File: config.mk
export PLATFORM = sky130hd
export DESIGN_NAME = axi4_regbank_arbiter
export DESIGN_NICKNAME = d
export VERILOG_FILES = /design/src/rtl/axi4_regbank_arbiter.sv
export SDC_FILE = /design/constraint.sdc
export NUM_CORES = 1
export LEC_CHECK = 0
export CELL_PAD_IN_SITES_DETAIL_PLACEMENT = 0
export CELL_PAD_IN_SITES_GLOBAL_PLACEMENT = 2
export CORE_MARGIN = 3
export CORE_UTILIZATION = 26
export DETAILED_ROUTE_END_ITERATION = 12
export GPL_TIMING_DRIVEN = 0
export HOLD_SLACK_MARGIN = 0.15
export PLACE_DENSITY_LB_ADDON = 0.1
export SYNTH_ARGS = -nofsm -noshare
export SYNTH_HDL_FRONTEND = slang
export SYNTH_SLANG_ARGS = --single-unit
File: constraint.sdc
create_clock -name ACLK -period 9 [get_ports ACLK]
set_input_delay 1.35 -clock ACLK [delete_from_list [all_inputs] [get_ports ACLK]]
set_output_delay 1.35 -clock ACLK [all_outputs]
set_load 0.01 [all_outputs]
File: src/rtl/axi4_regbank_arbiter.sv
// Write/read sequencer and round-robin arbiter in front of a single-port register bank.
// Optional macro REGBANK_WSTRB_EN passes wr_strb through to bank_wstrb; otherwise full-word writes only.
module axi4_regbank_arbiter #(
   parameter int DATA_WIDTH = 32,
   parameter int ADDR_WIDTH = 32,
   parameter int ID_WIDTH = 4,
   parameter int LEN_WIDTH = 8,
   parameter int DEPTH = 64,
   parameter logic [ADDR_WIDTH-1:0] START_ADDR = 32'h0,
   parameter logic [ADDR_WIDTH-1:0] END_ADDR = 32'hFC
) (
   input  logic                       ACLK,
   input  logic                       ARESET,
   input  logic                       wr_req_valid,
   output logic                       wr_req_ready,
   input  logic [ID_WIDTH-1:0]        wr_req_id,
   input  logic [ADDR_WIDTH-1:0]      wr_req_addr,
   input  logic [LEN_WIDTH-1:0]       wr_req_len,
   input  logic                       wr_dat_valid,
   output logic                       wr_dat_ready,
   input  logic [DATA_WIDTH-1:0]      wr_data,
   input  logic [DATA_WIDTH/8-1:0]    wr_strb,
   input  logic                       wr_last,
   input  logic                       rd_req_valid,
   output logic                       rd_req_ready,
   input  logic [ID_WIDTH-1:0]        rd_req_id,
   input  logic [ADDR_WIDTH-1:0]      rd_req_addr,
   input  logic [LEN_WIDTH-1:0]       rd_req_len,
   output logic                       bank_en,
   output logic                       bank_we,
   output logic [$clog2(DEPTH)-1:0]   bank_addr,
   output logic [DATA_WIDTH-1:0]      bank_wdata,
   output logic [DATA_WIDTH/8-1:0]    bank_wstrb,
   input  logic [DATA_WIDTH-1:0]      bank_rdata,
   output logic                       b_valid,
   input  logic                       b_ready,
   output logic [ID_WIDTH-1:0]        b_id,
   output logic [1:0]                 b_resp,
   output logic                       r_valid,
   input  logic                       r_ready,
   output logic [ID_WIDTH-1:0]        r_id,
   output logic [DATA_WIDTH-1:0]      r_data,
   output logic [1:0]                 r_resp,
   output logic                       r_last
);

   localparam int BANK_AW = $clog2(DEPTH);
   localparam int STRB_W = DATA_WIDTH / 8;
   localparam logic [ADDR_WIDTH-1:0] SPAN = END_ADDR - START_ADDR;

   typedef enum logic [2:0] {
      IDLE,
      WR_BURST,
      WR_RESP,
      RD_ISSUE,
      RD_DATA
   } state_t;

   state_t                  state;
   logic                    last_was_wr;
   logic [ID_WIDTH-1:0]     id_q;
   logic [ADDR_WIDTH-1:0]   addr_q;
   logic [LEN_WIDTH-1:0]    len_q;
   logic [LEN_WIDTH-1:0]    beat_q;
   logic                    dec_err_q;
   logic                    slv_err_q;
   logic                    rd_first_q;
   logic [DATA_WIDTH-1:0]   r_data_q;

   logic [ADDR_WIDTH-1:0]   beat_addr;
   logic [ADDR_WIDTH-1:0]   beat_off;
   logic                    beat_ok;
   logic                    beat_is_last;
   logic                    grant_wr;
   logic                    grant_rd;
   logic                    wr_beat;
   logic                    wr_access;
   logic                    rd_access;
   logic                    wr_done;
   logic                    dec_err_nxt;
   logic                    slv_err_nxt;

   // Offset-based window check: addresses below START_ADDR wrap to a huge offset and fail too.
   assign beat_addr    = addr_q + ADDR_WIDTH'({beat_q, 2'b00});
   assign beat_off     = beat_addr - START_ADDR;
   assign beat_ok      = (beat_off <= SPAN);
   assign beat_is_last = (beat_q == len_q);

   // On a tie the direction not served last wins.
   assign grant_wr = (state == IDLE) && wr_req_valid && (!rd_req_valid || !last_was_wr);
   assign grant_rd = (state == IDLE) && rd_req_valid && !grant_wr;
   assign wr_req_ready = grant_wr;
   assign rd_req_ready = grant_rd;

   assign wr_dat_ready = (state == WR_BURST);
   assign wr_beat      = wr_dat_valid && wr_dat_ready;
   assign wr_access    = wr_beat && beat_ok;
   assign rd_access    = (state == RD_ISSUE) && beat_ok;
   assign wr_done      = wr_beat && (beat_is_last || wr_last);
   assign dec_err_nxt  = dec_err_q || (wr_beat && !beat_ok);
   assign slv_err_nxt  = slv_err_q || (wr_beat && (wr_last != beat_is_last));

   assign bank_en    = wr_access || rd_access;
   assign bank_we    = wr_access;
   assign bank_addr  = beat_off[BANK_AW+1:2];
   assign bank_wdata = wr_access ? wr_data : '0;

`ifdef REGBANK_WSTRB_EN
   assign bank_wstrb = wr_access ? wr_strb : '0;
`else
   // Strobes are forced high so every write updates the full word.
   assign bank_wstrb = wr_access ? (wr_strb | {STRB_W{1'b1}}) : '0;
`endif

   // Bank data arrives during the first RD_DATA cycle; afterwards the captured copy is held.
   always_comb begin
      r_data = r_data_q;
      if (rd_first_q) begin
         r_data = (r_resp == 2'b00) ? bank_rdata : '0;
      end
   end

   always_ff @(posedge ACLK or posedge ARESET) begin
      if (ARESET) begin
         state       <= IDLE;
         last_was_wr <= 1'b0;
         id_q        <= '0;
         addr_q      <= '0;
         len_q       <= '0;
         beat_q      <= '0;
         dec_err_q   <= 1'b0;
         slv_err_q   <= 1'b0;
         rd_first_q  <= 1'b0;
         r_data_q    <= '0;
         b_valid     <= 1'b0;
         b_id        <= '0;
         b_resp      <= 2'b00;
         r_valid     <= 1'b0;
         r_id        <= '0;
         r_resp      <= 2'b00;
         r_last      <= 1'b0;
      end else begin
         case (state)
            IDLE: begin
               if (grant_wr) begin
                  id_q        <= wr_req_id;
                  addr_q      <= wr_req_addr;
                  len_q       <= wr_req_len;
                  beat_q      <= '0;
                  dec_err_q   <= 1'b0;
                  slv_err_q   <= 1'b0;
                  last_was_wr <= 1'b1;
                  state       <= WR_BURST;
               end else if (grant_rd) begin
                  id_q        <= rd_req_id;
                  addr_q      <= rd_req_addr;
                  len_q       <= rd_req_len;
                  beat_q      <= '0;
                  dec_err_q   <= 1'b0;
                  slv_err_q   <= 1'b0;
                  last_was_wr <= 1'b0;
                  state       <= RD_ISSUE;
               end
            end

            WR_BURST: begin
               if (wr_beat) begin
                  dec_err_q <= dec_err_nxt;
                  slv_err_q <= slv_err_nxt;
                  if (wr_done) begin
                     b_valid <= 1'b1;
                     b_id    <= id_q;
                     b_resp  <= dec_err_nxt ? 2'b11 : (slv_err_nxt ? 2'b10 : 2'b00);
                     state   <= WR_RESP;
                  end else begin
                     beat_q <= beat_q + LEN_WIDTH'(1);
                  end
               end
            end

            WR_RESP: begin
               if (b_ready) begin
                  b_valid <= 1'b0;
                  state   <= IDLE;
               end
            end

            RD_ISSUE: begin
               r_valid    <= 1'b1;
               r_id       <= id_q;
               r_resp     <= beat_ok ? 2'b00 : 2'b11;
               r_last     <= beat_is_last;
               rd_first_q <= 1'b1;
               state      <= RD_DATA;
            end

            RD_DATA: begin
               rd_first_q <= 1'b0;
               r_data_q   <= r_data;
               if (r_ready) begin
                  r_valid <= 1'b0;
                  if (r_last) begin
                     state <= IDLE;
                  end else begin
                     beat_q <= beat_q + LEN_WIDTH'(1);
                     state  <= RD_ISSUE;
                  end
               end
            end

            default: state <= IDLE;
         endcase
      end
   end

endmodule

---- After elaboration in Yosys (flattened, before gate mapping) ----
Cells that the tools add are included.
operators by class
  add/sub/neg operators ................... 2
  magnitude comparators ................... 1
  eq/ne operators ......................... 13
  multiplexer cells ....................... 42
  reduce and logical (&&, ||, !) cells .... 33
operator list
  operator                                              number
  2-to-1 mux 32 bit                                     5
  2-to-1 mux 8 bit                                      8
  adder 32 x 10 -> 32 bit                               1
  <= comparator 32 x 8 -> 1 bit, second input constant  1
  one-hot mux 8 bit (3 select lines)                    1
  2-to-1 mux 3 bit                                      6
  one-hot mux 3 bit (5 select lines)                    1
  2-to-1 mux 4 bit                                      3
  logical AND 1 bit                                     10
  one-hot mux 1 bit (2 select lines)                    5
  2-to-1 mux 1 bit                                      9
  adder 8 x 1 -> 8 bit, second input constant           1
  equality test 8 bit                                   1
  2-to-1 mux 2 bit                                      4
  != test 2 bit, second input constant                  4
  nonzero test 2 bit                                    4
  equality test 3 x 2 -> 1 bit, second input constant   2
  AND reduction 3 bit                                   2
  AND reduction 6 bit                                   1
  logical OR 1 bit                                      5
  AND reduction 5 bit                                   1
  logical NOT 1 bit                                     4
  != test 2 x 1 -> 1 bit, second input constant         2
  AND reduction 2 bit                                   2
  8 further kinds                                       8
storage, ports and cells
  bits in registers ....................... 106
  bits of input ports ..................... 164
  output and inout bits ................... 94
  logic and storage cells ................. 108

---- Longest topological paths before layout ----
  depth in word-level cells ............... 8
  gate-level depth with buffers ........... 12
  depth with buffers taken out ............ 11

---- Least setup slack after synthesis ----
No wires, ideal clock.
  kind .................................... register to output
  from .................................... register beat_q[0]
  to ...................................... output port bank_wdata[22]
  data arrival time ....................... 2.903 ns
  data required time ...................... 7.650 ns
  path slack .............................. 4.747 ns
  cell stages (with the launch flop) ...... 13
  buffers on the path ..................... 1
  cell sequence ........................... dfrtp_1 ha_1 inv_1 fa_1 nand2b_1 a211oi_1 o211ai_1 mux2_2 o2111ai_1 a2111o_1 nor3_4 buf_4 and2_1
between the ends
  cells in the longest elaborated chain, start to end .. 4
ends and longest elaborated chain
  element                        line  text
  from (decl)                    64    logic [LEN_WIDTH-1:0] beat_q;
  from (signal assigned)         176   beat_q <= beat_q + LEN_WIDTH'(1);
  from (signal assigned)         205   beat_q <= beat_q + LEN_WIDTH'(1);
  adder 32 x 10 -> 32 bit        84    assign beat_addr = addr_q + ADDR_WIDTH'({beat_q, 2'b00});
  <= comparator 32 x 8 -> 1 bit  86    assign beat_ok = (beat_off <= SPAN);
  logical AND 1 bit              97    assign wr_access = wr_beat && beat_ok;
  named net bank_we              30    output logic bank_we,
  2-to-1 mux 32 bit              106   assign bank_wdata = wr_access ? wr_data : '0;
  to (decl)                      32    output logic [DATA_WIDTH-1:0] bank_wdata,
The timed path passes the listed nets, and every way through them passes these cells.

---- Worst setup path after layout ----
  from .................................... register beat_q[0]
  to ...................................... output port bank_wdata[7]
between the ends
  cells in the longest elaborated chain, start to end .. 4
ends and longest elaborated chain
  element                        line
  adder 32 x 10 -> 32 bit        84
  <= comparator 32 x 8 -> 1 bit  86
  logical AND 1 bit              97
  2-to-1 mux 32 bit              106
Every way passes these cells.

==> flow_summary_export.csv <==
group,metric,value,unit
drt,wl,21700,um
drt,drt_first_pass_iters,4,
yosys,synthTopCellsByCount,"113 x nand2_1, 105 x dfrtp_1, 74 x nor2_1",
global_routing,grt-ovfl-total,0,
worst_setup_path,crit_path_start_kind,"flop",
clocking,root_buffer,"clkbuf_16",
drt,drtIter0Drc,285,
clocking,path_clk_slew,0.08,ns
clocking,cts_made_buffers,9,
sta,finClkSkew,0.0111,ns
min_path,hp-class,"flop to flop",
worst_setup_path,crit_arrival,4.61,ns
drt,vias,6044,
clocking,post_cts_resized,0,
drt,final_antenna_net_count,0,
yosys,async_flop_share,1.00,
sta,finalSetupTns,0,ns
placement,dpl.hpwl,17400,um
yosys,synth_fp_nets,850,
worst_setup_path,cp_cell_sequence,"ha_1 -> inv_1 -> fa_1 -> nand2b_1 -> a21oi_1 -> o211ai_1 -> or4_1 -> a22oi_1 -> nand4_1 -> nor3_4 -> clkbuf_2 -> and2_1 -> clkdlybuf4s50_1",
sta,fin_crit_sh,0.663,
worst_setup_path,critical-path-max-stage-delay,0.63,ns
sta,worstMarginPinSlew,0.908,ns
run,cap_violations,0,
die,initial_core_util,0.267,
die,rows,55,
yosys,synth_top_area_cell,"dfrtp_1",
status,status,"complete, no violations",
sta,fmax,168,MHz
clocking,cts_max_level,3,
die,die-area,25400,sq um
worst_setup_path,cp.required,7.65,ns
clocking,cts.sinks,105,
global_routing,grt_pass1_vias,6242,
global_routing,grt_first_pass_wirelength,34300,um
sta,setup_violations,0,
layout,fin_nets,1115,
layout,area_growth,53.1,%
die,pin_count,258,
clocking,clk_path_buf_depth,2,
sta,hold_ws,0.479,ns
yosys,yosysMostFrequentCell,"nand2_1",
sta,hold_violations,0,
clocking,cts_post_setup_buffers_inserted,0,
sta,relSlewSlack,0.390,
yosys,syn_inst,675,
clocking,clk_latency,0.36,ns
clocking,postCtsHoldBufs,0,
yosys,synth_area,6110,sq um
yosys,synthFlopType,"dfrtp_1",
sta,finalMaxSlewViolations,0,
clocking,tritoncts,"done",
yosys,avgSynthCellArea,9.05,sq um
global_routing,antenna_found_initial,1,
yosys,ys_warn_count,0,
yosys,seq_area_frac_synth,0.430,
power_and_ir_drop,p_leak,3.84,nW
yosys,synth_edf_count,0,
drt,post-route-drc-count,0,
yosys,netlist.area_leader.share,0.430,
placement,placed_cells,1242,
worst_setup_path,slowest_stage,"clkdlybuf4s50_1",
worst_setup_path,critical_path.top_delay_family,"simple AND/OR/NAND/NOR gates",
drt,via_per_inst,4.80,
worst_setup_path,crit_type,"flop to primary output",
placement,portBuffers,253,
global_routing,grt_usage,0.168,
sta,period_needed,5.96,ns
yosys,ys_top_cells_by_area,"dfrtp_1 43%, mux2_2 7.9%, nand2_1 6.9%",
die,die_x,159,um
placement,place_congestion,0.841,
sta,rsz0062_at_grt,"false",
layout,drive_gt1_frac,0.0825,
global_routing,grt_start_max_net_pins,60,
die,die_h,159,um
worst_setup_path,end_kind,"primary output",
worst_setup_path,cp_max_fo,10,
worst_setup_path,crit_buf_inv,3,
die,core,22800,sq um
power_and_ir_drop,powerDensity,279,nW/um^2
drt,wire_per_inst,17.3,um
power_and_ir_drop,vdd_drop_max,0.000145,V
yosys,synth_cell_types,59,
layout,stdcell_count,1259,
yosys,synth-seq-cells,105,
[path summary, 6_finish.rpt]
path                                        from                  endpoint  slack [ns]  depth (start not counted)
max                        beat_q[0]$_DFFE_PP0P_             bank_wdata[7]        3.04                         13
min                          r_valid$_DFFE_PP0P_       r_valid$_DFFE_PP0P_        0.48                          2
max reg2reg                beat_q[0]$_DFFE_PP0P_     b_resp[0]$_DFFE_PP0P_        5.57                         11
min reg2reg                  r_valid$_DFFE_PP0P_       r_valid$_DFFE_PP0P_        0.48                          2
max in group asynchronous                 ARESET      len_q[2]$_DFFE_PP0P_        6.84                          3
min in group asynchronous                 ARESET  r_data_q[15]$_DFFE_PP0N_        1.43                          2
[sequential cells by signal (all words and copies together) (netlist names), 2 cells and up]
signal,count
addr_q,32
r_data_q,32
beat_q,8
len_q,8
b_id,4
id_q,4
r_id,4
state,3
b_resp,2
[tightest hold or removal path, delay by kind of cell, from the launching register on]
family           cells  cell delay, ns
DFF                  1            0.35
and+or+nand+nor      2            0.10
[routing by layer]
metal  GRT usage  wire [um]  vias up
met2       0.299      10900      192
li1            -          -     2924
met1       0.204       9250     2905
met3      0.0416       1230       23
met4      0.0462        359        0
met5           0          0        -
[cells in the final DEF (no fill, tap or decap), types with 9 or more instances in the layout]
cell,Yosys,layout
ha_1,10,10
clkbuf_16,0,9
clkdlybuf4s50_1,0,253
clkbuf_1,31,31
o21ai_0,14,14
a31oi_1,49,49
a22o_1,32,32
and2_1,33,33
xor2_1,19,19
inv_1,14,13
nand2_1,113,113
mux2_2,43,43
a21oi_1,11,11
dfrtp_1,105,105
buf_1,9,9
nand4_1,16,16
nor2_1,74,74
[stage by stage]
step / setup WS (ns) / power, mW / util / area [sq um]
4_1_cts: 2.96 / 2.65 / 0.409 / 9350
5_1_grt: 2.73 / 2.82 / 0.409 / 9350
6_report: 3.04 / 2.61 / 0.409 / 9350
3_3_place_gp: 3.22 / 2.22 / 0.395 / 9030
2_1_floorplan: 4.75 / 1.63 / - / 6110
3_5_place_dp: 3.37 / 2.25 / 0.397 / 9060
[kinds of logic after synthesis]
kind of cell,Yosys count,share of synthesized area
adder cells (fa/ha/maj),11,0.0238
XOR/XNOR,24,0.0344
buffers and inverters,66,0.0451
AO/OA/AOI/OAI,142,0.165
AND/OR/NAND/NOR,278,0.212
multiplexers,49,0.0891
flip-flops,105,0.430
[where the power goes]
group | internal [mW] | switching [mW]
Combinational | 0.657 | 0.739
Sequential | 0.666 | 0.158
Clock | 0.199 | 0.190
Total | 1.52 | 1.09
[final cells by class]
cell class	instances	area, sq um
diodes	1	2.50
plain buffers	50	215
clock buffers	10	239
clock inverters	6	47.5
fillers	2287	13500
inverters	16	62.6
multi-input cells	504	3210
flip-flops and latches	105	2630
well taps	313	392
repair buffers	254	2560
Power figures use the tool's default switching activity.
